File: config.mk
export PLATFORM = sky130hd
export DESIGN_NAME = dispatch_ctrl
export DESIGN_NICKNAME = d
export VERILOG_FILES = /design/src/rtl/dispatch_ctrl.sv
export SDC_FILE = /design/constraint.sdc
export NUM_CORES = 1
export LEC_CHECK = 0
export CAP_MARGIN = 10
export CORE_ASPECT_RATIO = 1.2
export CORE_MARGIN = 4
export CORE_UTILIZATION = 51
export DETAILED_ROUTE_END_ITERATION = 7
export PLACE_DENSITY = 0.83
export SLEW_MARGIN = 20
export SYNTH_ARGS = -nofsm -noshare
export SYNTH_HDL_FRONTEND = slang
export SYNTH_SLANG_ARGS = --single-unit
File: constraint.sdc
create_clock -name clk -period 3.4 [get_ports clk]
set_clock_uncertainty 0.05 [all_clocks]
set_input_delay 0.85 -clock clk [delete_from_list [all_inputs] [get_ports clk]]
set_output_delay 0.85 -clock clk [all_outputs]
set_load 0.01 [all_outputs]
File: src/rtl/dispatch_ctrl.sv
// Dispatch controller: gates instruction allocation on resource availability, serialises CSR
// instructions behind an empty ROB, and sequences front-end flush/recovery after a mispredict.
module dispatch_ctrl #(
   parameter int RECOVER_CYC = 2,
   parameter int CNT_W       = 16
) (
   input  logic             clk,
   input  logic             rst,
   input  logic             dc_valid,
   input  logic             dc_is_load,
   input  logic             dc_is_store,
   input  logic             dc_is_csr,
   input  logic             rob_ready,
   input  logic             rob_empty,
   input  logic             lq_ready,
   input  logic             sq_ready,
   input  logic             is_ready,
   input  logic             mispredict,
   input  logic             csr_commit,
   input  logic             perf_clr,
   output logic             dc_ready,
   output logic             dispatch_fire,
   output logic             flush_front,
   output logic [2:0]       ctrl_state,
   output logic [CNT_W-1:0] stall_cnt
);

   localparam logic [2:0] ST_RUN     = 3'd0;
   localparam logic [2:0] ST_DRAIN   = 3'd1;
   localparam logic [2:0] ST_SERIAL  = 3'd2;
   localparam logic [2:0] ST_FLUSH   = 3'd3;
   localparam logic [2:0] ST_RECOVER = 3'd4;

   localparam logic [3:0] REC_LOAD = 4'(RECOVER_CYC - 1);

   logic [2:0] state;
   logic [2:0] state_nxt;
   logic [3:0] rec_cnt;
   logic [3:0] rec_cnt_nxt;
   logic       res_ok;

   // Handshake: an instruction is allocated in exactly the cycle dc_valid and dc_ready are both
   // high; dc_ready never depends on dc_valid, so decode may hold or drop its offer freely.
   assign res_ok = rob_ready & is_ready & (!dc_is_load | lq_ready) & (!dc_is_store | sq_ready);

   always_comb begin
      dc_ready = 1'b0;
      if (!mispredict && res_ok) begin
         if (state == ST_RUN)
            dc_ready = !dc_is_csr | rob_empty;
         else if (state == ST_DRAIN)
            dc_ready = rob_empty;
      end
   end

   assign dispatch_fire = dc_valid & dc_ready;
   assign flush_front   = (state == ST_FLUSH);
   assign ctrl_state    = state;

   always_comb begin
      state_nxt   = state;
      rec_cnt_nxt = rec_cnt;
      if (mispredict) begin
         state_nxt = ST_FLUSH;
      end else begin
         case (state)
            ST_RUN: begin
               if (dispatch_fire && dc_is_csr)
                  state_nxt = ST_SERIAL;
               else if (dc_valid && dc_is_csr)
                  state_nxt = ST_DRAIN;
            end
            ST_DRAIN: begin
               if (dispatch_fire)
                  state_nxt = dc_is_csr ? ST_SERIAL : ST_RUN;
               else if (!dc_valid)
                  state_nxt = ST_RUN;
            end
            ST_SERIAL: begin
               if (csr_commit)
                  state_nxt = ST_RUN;
            end
            ST_FLUSH: begin
               state_nxt   = ST_RECOVER;
               rec_cnt_nxt = REC_LOAD;
            end
            ST_RECOVER: begin
               if (rec_cnt == 4'd0)
                  state_nxt = ST_RUN;
               else
                  rec_cnt_nxt = rec_cnt - 4'd1;
            end
            default: state_nxt = ST_RUN;
         endcase
      end
   end

   always_ff @(posedge clk) begin
      if (rst) begin
         state   <= ST_RUN;
         rec_cnt <= 4'd0;
      end else begin
         state   <= state_nxt;
         rec_cnt <= rec_cnt_nxt;
      end
   end

   // Counter saturates at all-ones; a clear in the same cycle as a stall wins.
   always_ff @(posedge clk) begin
      if (rst || perf_clr)
         stall_cnt <= '0;
      else if (dc_valid && !dispatch_fire && !(&stall_cnt))
         stall_cnt <= stall_cnt + 1'b1;
   end

endmodule

## After elaboration in Yosys (flattened, before gate mapping)

Index checks and enable logic that the tools add are counted.

| storage, ports and cells | value |
|---|---|
| logic and storage cells | 61 |
| output and inout port bits | 22 |
| flip-flop bits (word level) | 23 |

| operators by class | value |
|---|---|
| multiplexer cells | 14 |
| bitwise gates (word level) | 8 |
| $add $sub $neg | 2 |
| reduce and logical (&&, ||, !) cells | 20 |
| equal/unequal tests | 13 |

Operator list:

| cell | count |
|---|---|
| 2-to-1 mux 3 bit | 6 |
| adder 16 x 1 -> 16 bit, second input constant | 1 |
| AND reduction 16 bit | 1 |
| one-hot mux 3 bit (5 select lines) | 1 |
| inequality test 3 bit, second input constant | 3 |
| one-hot mux 4 bit (2 select lines) | 1 |
| AND reduction 4 bit | 2 |
| equality test 3 x 2 -> 1 bit, second input constant | 2 |
| logical NOT 1 bit | 6 |
| inequality test 2 bit, second input constant | 3 |
| logical AND 1 bit | 5 |
| AND 1 bit | 4 |
| logical NOT 4 bit | 1 |
| 2-to-1 mux 2 bit | 2 |
| 2-to-1 mux 4 bit | 1 |
| inequality test 4 x 2 -> 1 bit, second input constant | 1 |
| inequality test 4 bit, second input constant | 1 |
| subtractor 4 x 1 -> 4 bit, second input constant | 1 |
| equality test 3 x 1 -> 1 bit, second input constant | 1 |
| equality test 3 bit, second input constant | 1 |
| logical NOT 3 bit | 1 |
| 2-to-1 mux 1 bit | 3 |
| inequality test 3 x 1 -> 1 bit, second input constant | 1 |
| bitwise OR 1 bit | 3 |
| other kinds (5) | 5 |

## Depth between registers and ports, before layout

Gate-level depths: netlist of run 1.

| logic depth | value |
|---|---|
| depth in word-level cells | 11 |
| depth in mapped cells | 7 |
| mapped depth without buffers | 7 |

## Worst setup path before layout of run 1

Ideal clock, no wire load.

| timing | value |
|---|---|
| kind | in2out |
| start point | in dc_is_store |
| end point | out dispatch_fire |
| path slack | 905 ps |
| stages on the path | 3 |
| data arrival time | 1595 ps |
| path buffers | 0 |
| cell sequence | nor2b_1 -> nor4b_4 -> and3_1 |

| between the ends | value |
|---|---|
| longest elaborated chain between the ends | 6 |

RTL lines:

| element | RTL line | source |
|---|---|---|
| from (decl) | 11 | `input logic dc_is_store,` |
| logical NOT 1 bit | 44 | `assign res_ok = rob_ready & is_ready & (!dc_is_load \| lq_ready) & (!dc_is_store \| sq_ready);` |
| bitwise OR 1 bit | 44 |  |
| AND 1 bit | 44 |  |
| logical AND 1 bit | 48 | `if (!mispredict && res_ok) begin` |
| 2-to-1 mux 1 bit | 48 |  |
| AND 1 bit | 56 | `assign dispatch_fire = dc_valid & dc_ready;` |
| to (decl) | 22 | `output logic dispatch_fire,` |

Every way passes these cells.

## Worst setup path after layout of run 1

| timing | value |
|---|---|
| start point | in mispredict |
| end point | out dispatch_fire |

| between the ends | value |
|---|---|
| longest elaborated chain between the ends | 4 |

RTL lines:

| element | RTL line | source |
|---|---|---|
| from (decl) | 18 | `input logic mispredict,` |
| logical NOT 1 bit | 48 |  |
| logical AND 1 bit | 48 |  |
| 2-to-1 mux 1 bit | 48 |  |
| AND 1 bit | 56 |  |

Every way passes these cells.

==> results of run 1 <==
==> worst max-delay path, stage by stage <==
cell and delay, ns:
clkdlybuf4s50_1 0.41, nand3b_1 0.20, nor4b_4 0.26, and3_1 0.18, dlymetal6s2s_1 0.16
==> cells in the mapped netlist, types with 3 or more instances <==
cell      count
dfxtp_1      23
a21oi_1      13
and3_1        4
o31ai_1       5
or4_1         4
o21ai_0       4
o311ai_0      3
inv_1         8
or3_1         8
buf_2         3
a31oi_1       3
nand4_1       5
nand2_1      11
nor2_1        7
o41ai_1       5
nand3_1       6
o21bai_1      3
==> per-layer routing <==
metal	up-vias	GRT usage
met4	0	0.0810
met5	-	0
met3	5	0.0519
li1	662	-
met1	634	0.232
met2	34	0.343
==> where the power goes <==
part | total [mW] | internal, mW | switching (mW)
Clock | 0.129 | 0.0459 | 0.0826
Combinational | 0.0580 | 0.0314 | 0.0266
Sequential | 0.278 | 0.272 | 0.00561
Total | 0.465 | 0.350 | 0.115
==> flip-flops by register name (all words and copies together) (netlist names) <==
name,count
ctrl_state,3
rec_cnt,4
stall_cnt,16
==> kinds of logic (layout without fill, tap and decap cells) <==
family	count (synthesis)	count (layout)	synth area share
AOI/OAI and AO/OA	49	49	0.263
muxes	2	2	0.0152
and+or+nand+nor	62	62	0.307
buffers and inverters	14	49	0.0457
DFF	23	23	0.350
adders and majority gates	2	2	0.0190
==> worst max path at each step <==
stage,startpoint,endpoint,depth (start not counted)
6_report,mispredict,dispatch_fire,5
5_1_grt,mispredict,dispatch_fire,5
4_1_cts,mispredict,dispatch_fire,5
3_5_place_dp,mispredict,dispatch_fire,5
3_3_place_gp,mispredict,dispatch_fire,5
2_1_floorplan,dc_is_store,dispatch_fire,3
==> layout make-up <==
| class | count | area [um2] | area share |
|---|---|---|---|
| clock buffer | 4 | 26.3 | 0.0153 |
| inverter | 8 | 30.0 | 0.0175 |
| multi-input combinational | 115 | 793 | 0.461 |
| sequential | 23 | 460 | 0.268 |
| tap | 31 | 38.8 | 0.0226 |
| timing repair buffer | 37 | 370 | 0.215 |
==> timing repair <==
item,CTS,global route
hold buffers,0,0
setup buffers,0,0
hold endpoints to repair,0,0
resized for setup,0,2
endpoints found under the setup margin,0,2
==> flow_results.xml, run 1 <==
<?xml version="1.0" encoding="UTF-8"?>
<metrics>
  <group name="clock_network">
    <metric name="cts.sink_count" unit="">23</metric>
    <metric name="cts.reportedPaths.clkPinSlew" unit="ns">0.11</metric>
    <metric name="clockRootBuffer" unit="">clkbuf_4</metric>
    <metric name="htree_levels" unit="">1</metric>
    <metric name="tritoncts.num_buffers" unit="">3</metric>
    <metric name="clock_latency" unit="ns">0.32</metric>
    <metric name="clock_tree_from_tritoncts" unit="">built</metric>
    <metric name="cts_max_path_buffers" unit="">2</metric>
  </group>
  <group name="timing">
    <metric name="grt_setup_unrepaired" unit="">false</metric>
    <metric name="finalSetupTns" unit="ns">0</metric>
    <metric name="period_share" unit="">0.873</metric>
    <metric name="hold_ws" unit="ns">0.439</metric>
    <metric name="final.setup.worst_slack" unit="ns">0.433</metric>
    <metric name="post_layout_minimum_cycle_time" unit="ns">2.97</metric>
    <metric name="setup_viol" unit="">0</metric>
    <metric name="maxClockFrequency" unit="GHz">0.337</metric>
    <metric name="timing.final.hold_violations" unit="">0</metric>
    <metric name="timing_worst_slew_pin_value" unit="ns">0.889</metric>
    <metric name="drv_slew" unit="">0</metric>
    <metric name="max_slew_margin" unit="">0.404</metric>
  </group>
  <group name="run_status">
    <metric name="outcome" unit="">finished clean</metric>
  </group>
  <group name="yosys">
    <metric name="synth.yosys.warnings" unit="">0</metric>
    <metric name="number_of_flops_mapped_to_enable_cells_by_yosys" unit="">0</metric>
    <metric name="yosys_reg_bits" unit="">23</metric>
    <metric name="synth.top_cell.area_share" unit="">0.350</metric>
    <metric name="async_flop_share" unit="">0</metric>
    <metric name="per_instance_average_area_after_synthesis" unit="um2">8.64</metric>
    <metric name="synthDistinctLibCells" unit="">43</metric>
    <metric name="ys_dominant_reg_cell" unit="">dfxtp_1</metric>
    <metric name="synth_sequential_area_ratio" unit="">0.350</metric>
    <metric name="yosys-top-cells-area" unit="">dfxtp_1, a21oi_1, or3_1, o41ai_1, nand2_1</metric>
    <metric name="synthesis.area" unit="mm2">0.00131</metric>
    <metric name="synthesis.nets" unit="">168</metric>
    <metric name="synthDominantAreaCellType" unit="">dfxtp_1</metric>
    <metric name="instance_count_of_the_mapped_netlist" unit="">152</metric>
  </group>
  <group name="hold_path">
    <metric name="min_to" unit="">rec_cnt[3]$_SDFFE_PP0P_</metric>
    <metric name="timing.hold.worst.class" unit="">reg -&gt; reg</metric>
    <metric name="hold_path_startpoint" unit="">rec_cnt[3]$_SDFFE_PP0P_</metric>
    <metric name="depth_of_the_worst_hold_timing_path" unit="">1</metric>
  </group>
  <group name="route">
    <metric name="antenna_violating_nets_post_route" unit="">0</metric>
    <metric name="wl_met3" unit="um">162</metric>
    <metric name="drt-initial-drc-count" unit="">20</metric>
    <metric name="routed_wl" unit="um">3210</metric>
    <metric name="m1WireLength" unit="um">1370</metric>
    <metric name="drt-vias-per-instance" unit="">6.12</metric>
    <metric name="wire_per_inst" unit="um">14.7</metric>
    <metric name="top_signal_layer_used" unit="">met4</metric>
    <metric name="route.detailed.drc" unit="">0</metric>
    <metric name="met2WireLength" unit="um">1630</metric>
    <metric name="via_count" unit="">1335</metric>
    <metric name="drtPass1Iterations" unit="">4</metric>
  </group>
  <group name="setup_path">
    <metric name="criticalPathCategory" unit="">in -&gt; out</metric>
    <metric name="worstPathMaxFanout" unit="">3</metric>
    <metric name="timing.rr.end" unit="">stall_cnt[7]$_SDFFE_PP0P_</metric>
    <metric name="crit_arrival" unit="ns">2.07</metric>
    <metric name="worst-endpoint-required" unit="ns">2.50</metric>
    <metric name="worstRegToRegCells" unit="">6</metric>
    <metric name="worst_setup_path_end_kind" unit="">primary output</metric>
    <metric name="r2r_start" unit="">stall_cnt[0]$_SDFFE_PP0P_</metric>
    <metric name="crit_path_start_kind" unit="">primary input</metric>
    <metric name="regToRegSetupSlack" unit="ns">1.04</metric>
  </group>
  <group name="placement">
    <metric name="gpl.final_weighted_congestion" unit="">0.776</metric>
    <metric name="place_ws" unit="ns">0.0377</metric>
    <metric name="placed_cells_incl_taps" unit="">214</metric>
    <metric name="port-buffer-count" unit="">35</metric>
    <metric name="dp_hpwl" unit="um">2420</metric>
    <metric name="cell_area_after_placement" unit="mm2">0.00169</metric>
  </group>
  <group name="pwr">
    <metric name="power-per-cell-area" unit="mW/mm2">270</metric>
    <metric name="irDropWorstVdd" unit="mV">0.196</metric>
    <metric name="power" unit="mW">0.465</metric>
    <metric name="power.leakage" unit="nW">0.604</metric>
  </group>
  <group name="floorplan">
    <metric name="boundaryPins" unit="">36</metric>
    <metric name="floorplan.initialDensity" unit="">0.553</metric>
    <metric name="floorplan.die_area" unit="mm2">0.00346</metric>
    <metric name="core-area" unit="mm2">0.00238</metric>
    <metric name="fp.dieH" unit="um">63.6</metric>
    <metric name="fp.dieW" unit="um">54.3</metric>
    <metric name="placementRows" unit="">19</metric>
  </group>
  <group name="global_route">
    <metric name="grt_use_total" unit="">0.203</metric>
    <metric name="grt_max_degree" unit="">18</metric>
    <metric name="first_global_vias" unit="">1305</metric>
    <metric name="grt_pass1_wl" unit="um">5400</metric>
    <metric name="initial_antenna_violation_count" unit="">0</metric>
    <metric name="globalRoute.totalOverflow" unit="">0</metric>
  </group>
  <group name="layout">
    <metric name="final_cell_area" unit="mm2">0.00172</metric>
    <metric name="layout_commonest_cell" unit="">clkdlybuf4s50_1</metric>
    <metric name="n_fill_cell" unit="">186</metric>
    <metric name="postLayoutCoreUtil" unit="">0.723</metric>
    <metric name="share_of_cells_above_drive_strength_1" unit="">0.0802</metric>
    <metric name="synthToLayoutAreaGrowth" unit="%">30.9</metric>
    <metric name="antenna_cells" unit="">0</metric>
    <metric name="stdcell_count" unit="">218</metric>
    <metric name="layout.cells.most_common_list" unit="">clkdlybuf4s50_1, dfxtp_1, a21oi_1</metric>
    <metric name="num-nets-final" unit="">204</metric>
  </group>
  <group name="run">
    <metric name="cap_violations" unit="">0</metric>
  </group>
</metrics>
(Power assumes the default switching activity.)
==> inputs of run 2 (changes only) <==
--- a/config.mk
+++ b/config.mk
@@ -8,9 +8,9 @@
 export CAP_MARGIN = 10
 export CORE_ASPECT_RATIO = 1.2
 export CORE_MARGIN = 4
-export CORE_UTILIZATION = 51
+export CORE_UTILIZATION = 50
 export DETAILED_ROUTE_END_ITERATION = 7
-export PLACE_DENSITY = 0.83
+export PLACE_DENSITY = 0.82
 export SLEW_MARGIN = 20
 export SYNTH_ARGS = -nofsm -noshare
 export SYNTH_HDL_FRONTEND = slang
==> run 2 against run 1 <==
Compared with the run above:
- combinational power is 2% higher
- register-to-register slack got worse by 0.04 ns
- sequential power barely moved
- total power grew 0.18%
- die area grew 1.7%
- count of clock-buffer cells in the layout stayed put
- routed wire length up 4.2%
- first-iteration DRC count is 110% higher
- fmax shrank 10%
- final area is the same
- largest cell class unchanged
- highest routed layer unchanged
==> flow_results.xml, run 2 (synthesis results as in run 1) <==
<?xml version="1.0" encoding="UTF-8"?>
<metrics>
  <group name="global_route">
    <metric name="grt_pass1_wl" unit="um">5540</metric>
    <metric name="grt_max_degree" unit="">18</metric>
    <metric name="first_global_vias" unit="">1294</metric>
    <metric name="grt_use_total" unit="">0.209</metric>
    <metric name="globalRoute.totalOverflow" unit="">0</metric>
    <metric name="initial_antenna_violation_count" unit="">0</metric>
  </group>
  <group name="placement">
    <metric name="dp_hpwl" unit="um">2520</metric>
    <metric name="gpl.final_weighted_congestion" unit="">0.757</metric>
    <metric name="port-buffer-count" unit="">35</metric>
    <metric name="place_ws" unit="ns">0.0460</metric>
  </group>
  <group name="pwr">
    <metric name="comb_power_share" unit="">0.127</metric>
    <metric name="internal_power" unit="mW">0.350</metric>
    <metric name="irDropWorstVdd" unit="mV">0.247</metric>
    <metric name="sw_frac_of_total" unit="">0.248</metric>
    <metric name="switchingPower" unit="mW">0.116</metric>
    <metric name="pwr-share-seq" unit="">0.598</metric>
    <metric name="pwr-share-clk" unit="">0.275</metric>
    <metric name="power.leakage" unit="nW">0.586</metric>
    <metric name="power-per-cell-area" unit="mW/mm2">271</metric>
  </group>
  <group name="timing">
    <metric name="maxClockFrequency" unit="GHz">0.302</metric>
    <metric name="max_slew_margin" unit="">0.367</metric>
    <metric name="timing.final.hold_violations" unit="">0</metric>
    <metric name="period_share" unit="">0.972</metric>
    <metric name="timing_worst_slew_pin_value" unit="ns">0.944</metric>
    <metric name="finalSetupTns" unit="ns">0</metric>
    <metric name="grt_setup_unrepaired" unit="">false</metric>
    <metric name="drv_slew" unit="">0</metric>
    <metric name="post_layout_minimum_cycle_time" unit="ns">3.31</metric>
    <metric name="final.setup.worst_slack" unit="ns">0.0937</metric>
    <metric name="setup_viol" unit="">0</metric>
  </group>
  <group name="floorplan">
    <metric name="fp.dieW" unit="um">54.8</metric>
    <metric name="fp.dieH" unit="um">64.2</metric>
    <metric name="boundaryPins" unit="">36</metric>
    <metric name="floorplan.initialDensity" unit="">0.520</metric>
    <metric name="placementRows" unit="">20</metric>
    <metric name="core-area" unit="mm2">0.00253</metric>
    <metric name="floorplan.die_area" unit="mm2">0.00352</metric>
  </group>
  <group name="layout">
    <metric name="layout_commonest_cell" unit="">clkdlybuf4s50_1</metric>
    <metric name="registers.top_by_ff_count" unit="">stall_cnt</metric>
    <metric name="largest_reg_flops" unit="">16</metric>
    <metric name="n_fill_cell" unit="">199</metric>
    <metric name="layout.cells.most_common_list" unit="">clkdlybuf4s50_1, dfxtp_1, a21oi_1</metric>
    <metric name="share_of_cells_above_drive_strength_1" unit="">0.0802</metric>
    <metric name="synthToLayoutAreaGrowth" unit="%">30.9</metric>
    <metric name="antenna_cells" unit="">0</metric>
    <metric name="num-nets-final" unit="">204</metric>
  </group>
  <group name="clock_network">
    <metric name="post_cts_setup_buffer_count" unit="">0</metric>
    <metric name="cts_resized" unit="">0</metric>
    <metric name="tritoncts.num_buffers" unit="">3</metric>
    <metric name="cts.sink_count" unit="">23</metric>
    <metric name="cts_hold_repair.buffers" unit="">0</metric>
    <metric name="cts_max_path_buffers" unit="">2</metric>
    <metric name="clock_latency" unit="ns">0.31</metric>
    <metric name="cts.reportedPaths.clkPinSlew" unit="ns">0.12</metric>
    <metric name="htree_levels" unit="">1</metric>
    <metric name="clockRootBuffer" unit="">clkbuf_4</metric>
    <metric name="clock_tree_from_tritoncts" unit="">built</metric>
  </group>
  <group name="setup_path">
    <metric name="critPathTopFamily" unit="">buffers and inverters</metric>
    <metric name="regToRegSetupSlack" unit="ns">1.00</metric>
    <metric name="worstPathMaxFanout" unit="">3</metric>
    <metric name="criticalPathCategory" unit="">in -&gt; out</metric>
    <metric name="slowest_stage" unit="">clkdlybuf4s50_1</metric>
    <metric name="timing.critical_path.buf_inv" unit="">2</metric>
    <metric name="timing.rr.end" unit="">stall_cnt[1]$_SDFFE_PP0P_</metric>
    <metric name="timing.critical_path.cells" unit="">clkdlybuf4s50_1 &gt; nand3b_1 &gt; nor4b_4 &gt; and2_1 &gt; clkdlybuf4s50_1</metric>
    <metric name="crit_path_start_kind" unit="">primary input</metric>
    <metric name="critical_path.max_stage_delay" unit="ns">0.53</metric>
    <metric name="worst-endpoint-required" unit="ns">2.50</metric>
    <metric name="worst_setup_path_end_kind" unit="">primary output</metric>
    <metric name="r2r_start" unit="">stall_cnt[0]$_SDFFE_PP0P_</metric>
    <metric name="cp_common_cell" unit="">clkdlybuf4s50_1</metric>
    <metric name="crit_arrival" unit="ns">2.41</metric>
    <metric name="worstRegToRegCells" unit="">6</metric>
  </group>
  <group name="hold_path">
    <metric name="depth_of_the_worst_hold_timing_path" unit="">1</metric>
    <metric name="min_to" unit="">rec_cnt[3]$_SDFFE_PP0P_</metric>
    <metric name="timing.hold.worst.class" unit="">reg -&gt; reg</metric>
    <metric name="hold_path_startpoint" unit="">rec_cnt[3]$_SDFFE_PP0P_</metric>
  </group>
  <group name="run_status">
    <metric name="outcome" unit="">finished clean</metric>
  </group>
  <group name="route">
    <metric name="drtPass1Iterations" unit="">4</metric>
    <metric name="via_count" unit="">1331</metric>
    <metric name="routed_wl" unit="um">3350</metric>
    <metric name="antenna_violating_nets_post_route" unit="">0</metric>
    <metric name="route.detailed.drc" unit="">0</metric>
    <metric name="drt-initial-drc-count" unit="">42</metric>
    <metric name="drt-vias-per-instance" unit="">6.05</metric>
    <metric name="wire_per_inst" unit="um">15.2</metric>
  </group>
  <group name="run">
    <metric name="cap_violations" unit="">0</metric>
  </group>
</metrics>
-- run 2: cell types whose count changed in the layout (fill, tap and decap cells not counted), sizes merged --
| cell | delta |
|---|---|
| dlymetal6s2s | -1 |
| clkdlybuf4s50 | +1 |
-- run 2: through the flow --
stage / hold slack, ns / total power [mW] / instance area (um2) / instances / util
finish: 0.433 / 0.465 / 1720 / 220 / 0.680
global route: 0.448 / 0.488 / 1720 / 220 / 0.680
CTS: 0.430 / 0.469 / 1720 / 220 / 0.679
detailed placement: 0.411 / 0.343 / 1690 / 216 / 0.669
global placement: 0.399 / 0.341 / 1690 / 216 / 0.669
floorplan: 0.386 / 0.312 / 1310 / 152 / -
-- run 2: how the worst max path moves through the flow --
stage,start,end,depth (start not counted)
floorplan,dc_is_store,dispatch_fire,3
global placement,mispredict,dispatch_fire,5
detailed placement,mispredict,dispatch_fire,5
CTS,mispredict,dispatch_fire,5
global route,mispredict,dc_ready,5
finish,mispredict,dc_ready,5
-- run 2: worst reg2reg max path, stage by stage (launching register included) --
cell and delay, ns:
dfxtp_1 0.44, ha_1 0.23, and3_1 0.23, nand3_1 0.18, nor3_2 0.80, o21ai_0 0.20
a21oi_1 0.20
-- run 2: area by class of cell --
class                   count  area [um2]  area share
repair buffers             37         368       0.214
multi-input cells         115         793       0.461
well taps                  33        41.3      0.0240
clock buffers               4        26.3      0.0153
inverters                   8        30.0      0.0175
flip-flops and latches     23         460       0.268
-- run 2: power by group through the flow --
| stage | Clock (mW) | Sequential (mW) | Combinational [mW] |
|---|---|---|---|
| floorplan | 0 | 0.283 | 0.0294 |
| finish | 0.128 | 0.278 | 0.0592 |
| detailed placement | 0 | 0.284 | 0.0593 |
| CTS | 0.131 | 0.278 | 0.0594 |
| global placement | 0 | 0.284 | 0.0571 |
| global route | 0.144 | 0.279 | 0.0650 |
-- run 2: layer usage --
layer | GRT usage | share of wire | vias up
met3 | 0.0280 | 0.037 | 7
met1 | 0.237 | 0.43 | 633
met2 | 0.367 | 0.52 | 34
met4 | 0.0903 | 0.016 | 0
li1 | - | - | 657
met5 | 0 | 0 | -
